`src/rtl/pc_sequencer_rv32i.sv`:
```
// pc_sequencer_rv32i: RV32I PC owner and instruction-fetch sequencer (req/ack memory, valid/ready decode).
// Optional `PC_MISALIGN_TRAP_EN: misaligned redirect targets trap to TRAP_VECTOR and pulse misalign_err.
module pc_sequencer_rv32i #(
  parameter logic [31:0] RESET_PC    = 32'h0000_0000,
  parameter logic [31:0] TRAP_VECTOR = 32'h0000_0100
) (
  input  logic        clk,
  input  logic        rst_n,
  output logic        imem_req,
  output logic [31:0] imem_addr,
  input  logic        imem_ack,
  input  logic [31:0] imem_rdata,
  output logic        if_valid,
  input  logic        if_ready,
  output logic [31:0] if_instr,
  output logic [31:0] if_pc,
  input  logic        redir_valid,
  input  logic [31:0] redir_pc,
  output logic        misalign_err
);
  typedef enum logic [1:0] {IDLE, REQ, HOLD} state_t;
  state_t state, state_d;
  logic [31:0] pc, pc_d, tgt, addr_d, instr_d, ipc_d;
  logic kill, kill_d, mis, req_d, valid_d, err_d, load;
`ifdef PC_MISALIGN_TRAP_EN
  assign mis = |redir_pc[1:0];
  assign tgt = mis ? TRAP_VECTOR : redir_pc;
`else
  logic unused_bits;
  assign unused_bits = ^{TRAP_VECTOR, redir_pc[1:0]};
  assign mis = 1'b0;
  assign tgt = {redir_pc[31:2], 2'b00};
`endif
  always_ff @(posedge clk or negedge rst_n) begin
    if (!rst_n) begin
      state        <= IDLE;
      pc           <= RESET_PC;
      kill         <= 1'b0;
      imem_req     <= 1'b0;
      imem_addr    <= RESET_PC;
      if_valid     <= 1'b0;
      if_instr     <= 32'h0000_0013;
      if_pc        <= RESET_PC;
      misalign_err <= 1'b0;
    end else begin
      state        <= state_d;
      pc           <= pc_d;
      kill         <= kill_d;
      imem_req     <= req_d;
      imem_addr    <= addr_d;
      if_valid     <= valid_d;
      if_instr     <= instr_d;
      if_pc        <= ipc_d;
      misalign_err <= err_d;
    end
  end
  // A killed or redirected ack parks in IDLE for one cycle so imem_req drops before the new fetch.
  always_comb begin
    state_d = (state == IDLE) ? REQ :
              (state == REQ)  ? (imem_ack ? ((kill || redir_valid) ? IDLE : HOLD) : REQ) :
              (state == HOLD) ? ((redir_valid || if_ready) ? REQ : HOLD) : IDLE;
    pc_d    = redir_valid ? tgt : (state == HOLD && if_ready) ? pc + 32'd4 : pc;
    kill_d  = state == REQ && !imem_ack && (kill || redir_valid);
  end
  // imem_addr is frozen for the whole REQ so the memory sees a stable address until ack.
  always_comb begin
    load    = state == REQ && state_d == HOLD;
    req_d   = state_d == REQ;
    valid_d = state_d == HOLD;
    addr_d  = (state == REQ) ? imem_addr : pc_d;
    instr_d = load ? imem_rdata : if_instr;
    ipc_d   = load ? pc : if_pc;
    err_d   = redir_valid && mis;
  end
endmodule

```
`config.mk`:
```
export PLATFORM = sky130hd
export DESIGN_NAME = pc_sequencer_rv32i
export DESIGN_NICKNAME = d
export VERILOG_FILES = /design/src/rtl/pc_sequencer_rv32i.sv
export SDC_FILE = /design/constraint.sdc
export NUM_CORES = 1
export LEC_CHECK = 0
export ABC_CLOCK_PERIOD_IN_PS = 3100
export CAP_MARGIN = 10
export CORE_ASPECT_RATIO = 0.5
export CORE_MARGIN = 5
export CORE_UTILIZATION = 51
export DETAILED_ROUTE_END_ITERATION = 10
export PLACE_DENSITY = 0.84
export SLEW_MARGIN = 20
export SYNTH_ARGS = -nofsm -noshare
export SYNTH_HDL_FRONTEND = slang
export SYNTH_SLANG_ARGS = --single-unit
```
`constraint.sdc`:
```
create_clock -name clk -period 3.1 [get_ports clk]
set_input_delay 0.93 -clock clk [delete_from_list [all_inputs] [get_ports clk]]
set_output_delay 0.93 -clock clk [all_outputs]
set_load 0.01 [all_outputs]
```
# After elaboration in Yosys (flattened, before gate mapping)
# Cells that the tools add are included.
[classes]
eq_ne = 4
n_reduce_logical = 8
n_mux = 8
add_sub_neg = 1
[ops]
columns = ["operator", "count"]
rows = [
  ["$mux W32", 2],
  ["$add A32 B3 Y32 const B", 1],
  ["$mux W2", 6],
  ["$eq A2 B1 Y1 const B", 2],
  ["$eq A2 B2 Y1 const B", 2],
  ["$logic_and A1 B1 Y1", 4],
  ["$logic_not A2 Y1", 1],
  ["$logic_or A1 B1 Y1", 2],
  ["$logic_not A1 Y1", 1],
]
[word_totals]
word_cells = 29
register_bits = 133
out_inout_bits = 99
inputBits = 69

# Depth between registers and ports, before layout
[depth]
word_depth = 7
mapped_depth = 8
depth_no_buf = 6

# Least setup slack after synthesis
# Ideal clock, no wire load.
[synth_timing]
path_type = "input to register"
from = "input port if_ready"
to = "register imem_addr[30]"
arrival_ns = 2.281
path_slack_ns = 0.692
stages = 5
setup_time_ns = 0.127
n_path_buf = 0
cell_sequence = "nand4b_4 > or4_4 > nor4_4 > xor2_1 > a221o_2"
[synth_between]
elab_chain_cells = 3
[synth_lines]
columns = ["item", "line_no", "text"]
rows = [
  ["start, declared", "14", "input logic if_ready,"],
  ["$logic_and A1 B1 Y1", "62", "pc_d = redir_valid ? tgt : (state == HOLD && if_ready) ? pc + 32'd4 : pc;"],
  ["$mux W32 (2 in series)", "62", ""],
  ["end signal, assigned", "50", "imem_addr <= addr_d;"],
  ["end, declared", "10", "output logic [31:0] imem_addr,"],
]
# Every way passes these cells.
# A chain may end at the register's enable or synchronous reset.

# Worst setup path after layout
[layout_timing]
from = "input port if_ready"
to = "register imem_addr[15]"
# Same word-level chain as after synthesis.

==> results summary <==
The run finished with clean final reports. The count of TritonRoute iterations in the first routing pass came out at 5. The footprint of the multi-input gates is 0.00236 mm². The final-layout fill cell count is between 700 and 800. The number of gates resized after CTS was 0. The die boundary height came out at 85.5 µm. The number of buffers added for setup after CTS is 0. STA classifies the critical path endpoint as a flop.

The transition at the pin with the smallest max-transition slack came out at roughly 1.0 ns. The number of standard cells after synthesis came out at between 400 and 500. The fraction of synthesized cell area in xor and xnor cells is 0.0332. The fraction of synthesized area in multiplexers came out at 0.160. The worst setup path is launched from an input port. The top-level port count came out at between 150 and 200. The placeable core region came out at 0.0110 mm². The total power came out at approximately 0.0063 W. The synthesized netlist net count is between 500 and 600. The final setup violation count came out at 0. The clock network latency to the later pin of the worst-skew pair is 0.42 ns.

Setup repair after global routing left no endpoint under its margin. The initial utilization of the core area, before any placement, comes to 0.526. The total negative slack came out at 0 ns. The worst hold slack is ~0.46 ns.

After layout, the minimum clock period comes to around 2.7 ns. The detailed router's first-iteration violation count came out at 368. The relative slew slack is 0.315. The post-synthesis cell area is 0.00581 mm². The horizontal die dimension is between 150 and 200 µm. The average via count per standard cell is 5.74. The number of synthesized register bits is roughly 130.

The simple logic cell fraction of the synthesized area is 0.144. The fraction of the yosys area taken by sequential cells is 0.574. The total count of hold-check failures in the final report came out at 0. Compared with the post-synthesis result, the final layout area differs by 41.7%. The final weighted congestion of routability-driven global placement came out at a little over 0.8. The ratio of final minimum period to clock period came out at 0.880. Along the worst path, the maximum fanout reaches 5. The number of vias in the routed layout is 4,614. The number of max-capacitance violations reported is 0. The kind of critical path is in2reg. The count of H-tree levels built during CTS came out at 4. TritonCTS built the clock tree. The detailed placer's ending HPWL is 10,700 µm. Entering global routing, the biggest net connects 58 pins. After clock tree synthesis, the clock-pin slew on the worst setup and hold paths is 0.06 ns. The data required time at the worst endpoint came out at approximately 3.4 ns. Of the total synthesized cell area, the portion taken by full adders, half adders and majority gates is 0.00215. The final max-slew violation count is 0. The worst path arrival time is about 3 ns. The power density over cell area is roughly 760 mW/mm². Global routing finished with a remaining overflow of 0.

The root buffer cell chosen for the clock tree is sky130_fd_sc_hd__clkbuf_16. The TritonCTS buffer count came out at 17. The largest family of logic cells by synthesized area is multiplexers.

The number of nets in the layout is between 700 and 800. The total routed wirelength is 15,900 µm. The via count of the first global-routing pass came out at 4,921. The worst hold path belongs to the class in2async.

Yosys printed 0 warnings. The clock passes through at most 2 buffers. The residual antenna-violating net count after detailed routing came out at 0.

Dividing the synthesized area by the synthesized cell count gives 12.3 µm². Across every metal layer, demand over resource in global routing totals 0.237. After detailed routing, the average wire length per cell comes to ~20 µm. The number of distinct standard cells referenced by the synthesized netlist is 48. Buffers placed on the I/O ports in this run total ~160.

The first global-routing pass estimated 25,900 µm of wire. The footprint of the flip-flops and latches came out at 0.00333 mm². The share of post-route cells with drive strength above 1 is 0.215. The worst-case clock skew came out at a little over 0.007 ns.

The number of clock sinks is 133. The static power due to leakage came out at ~3.5 nW. The number of antenna violations at the first check in global routing is 0.

In the routed design, unresolved DRC markers number 0. The number of antenna diodes in the final layout is 0. The area fraction in compound gates after synthesis came out at 0.0640. The upper clock frequency limit is between 300 and 400 MHz. The worst-case IR drop observed on VDD is between 0.4 and 0.5 mV. The number of rows in the core area is 27.

Once layout is complete, the utilization of the core stands at 0.745. The number of hold buffers added after CTS is 0. The total die area is 0.0137 mm².
[cells in the final DEF (no fill, tap or decap), types with 7 or more instances in the layout]
cell | Yosys | final
sky130_fd_sc_hd__nand3_1 | 17 | 16
sky130_fd_sc_hd__clkdlybuf4s50_1 | 0 | 162
sky130_fd_sc_hd__buf_4 | 2 | 13
sky130_fd_sc_hd__clkbuf_16 | 0 | 17
sky130_fd_sc_hd__dfrtp_1 | 130 | 130
sky130_fd_sc_hd__nand2_1 | 45 | 45
sky130_fd_sc_hd__a21oi_1 | 7 | 7
sky130_fd_sc_hd__xnor2_1 | 14 | 14
sky130_fd_sc_hd__nor3_1 | 9 | 9
sky130_fd_sc_hd__o21ai_0 | 15 | 15
sky130_fd_sc_hd__mux2_2 | 79 | 79
sky130_fd_sc_hd__and3_1 | 14 | 14
sky130_fd_sc_hd__nand4_1 | 13 | 13
sky130_fd_sc_hd__xor2_1 | 8 | 8
sky130_fd_sc_hd__nor2_1 | 24 | 24
sky130_fd_sc_hd__a221o_1 | 10 | 10
[sequential cells by signal (all words and copies together), names as in the netlist]
| register | cells |
|---|---|
| if_instr | 32 |
| if_pc | 32 |
| if_valid | 1 |
| imem_addr | 32 |
| imem_req | 1 |
| kill | 1 |
| pc | 32 |
| state | 2 |
[critical path: stages]
cell	delay (ns)
sky130_fd_sc_hd__clkdlybuf4s50_1	0.53
sky130_fd_sc_hd__buf_4	0.17
sky130_fd_sc_hd__nand3b_4	0.10
sky130_fd_sc_hd__buf_4	0.19
sky130_fd_sc_hd__nor3_1	0.29
sky130_fd_sc_hd__buf_4	0.19
sky130_fd_sc_hd__nand3_1	0.10
sky130_fd_sc_hd__xnor2_1	0.18
sky130_fd_sc_hd__a221o_1	0.34
[final timing paths]
check                              from             to  slack [ns]  depth (start not counted)
max reg2reg                       pc[2]  imem_addr[30]        0.72                          6
min reg2reg                imem_addr[0]   imem_addr[0]        0.46                          2
max                            if_ready  imem_addr[15]        0.37                          9
max in group asynchronous         rst_n    if_instr[1]        1.93                          2
min in group clk           imem_addr[0]   imem_addr[0]        0.46                          2
min                               rst_n      if_pc[12]        0.46                          1
[cell usage after synthesis (all sizes together)]
cell type / count / area [µm²]
a21boi: 1 / 7.51
a31o: 2 / 17.5
or3: 2 / 12.5
xnor2: 14 / 123
xor2: 8 / 70.1
a21oi: 7 / 35.0
nor3: 9 / 45.0
o211ai: 2 / 15.0
nand3: 18 / 103
nor2: 25 / 96.4
nor4: 7 / 73.8
buf: 10 / 55.1
a22oi: 3 / 22.5
inv: 6 / 22.5
o21bai: 1 / 7.51
or4: 2 / 18.8
dfrtp: 130 / 3250
a221o: 11 / 111
dfstp: 3 / 78.8
nand4: 13 / 81.3
o31a: 1 / 8.76
and2b: 1 / 8.76
nand3b: 1 / 20.0
ha: 1 / 12.5
o21a: 1 / 7.51
and2: 3 / 18.8
o31ai: 5 / 37.5
mux2i: 4 / 40.0
mux2: 79 / 890
o41ai: 2 / 17.5
and4: 3 / 27.5
and3: 14 / 87.6
conb: 1 / 3.75
clkbuf: 14 / 52.6
o21ai: 15 / 75.1
and4b: 1 / 11.3
nor2b: 5 / 31.3
or2: 1 / 6.26
a221oi: 1 / 8.76
nand4b: 1 / 23.8
nand2: 45 / 169
[area by class of cell]
cell class | instances | share of cell area
inverters | 6 | 0.00274
clock buffers | 21 | 0.0548
multi-input cells | 310 | 0.287
well taps | 145 | 0.0221
repair buffers | 179 | 0.216
flip-flops and latches | 133 | 0.405
clock inverters | 10 | 0.0131
[metrics by stage]
step / setup WS (ns) / std cells / area [µm²]
after CTS: 0.395 / 804 / 8230
final: 0.373 / 804 / 8230
after global placement: 0.0667 / 773 / 7670
after floorplan: 0.692 / 473 / 5810
after detailed placement: -0.000886 / 773 / 7670
after global routing: 0.352 / 804 / 8230
[cells by family after synthesis]
group | Yosys count
AO/OA/AOI/OAI | 52
XOR/XNOR | 22
adder cells (fa/ha/maj) | 1
buffers and inverters | 30
flip-flops | 133
multiplexers | 83
other | 1
AND/OR/NAND/NOR | 151
[power by group]
group          switching, W  internal, W
sequential         0.000296      0.00219
clock              0.000733      0.00119
combinational      0.000734      0.00113
total               0.00176      0.00452
[metal layers]
metal	track usage	share of wire
met1	0.309	0.42
met2	0.397	0.49
met3	0.0480	0.072
met4	0.0913	0.019
met5	0	0
(Power assumes the default switching activity.)
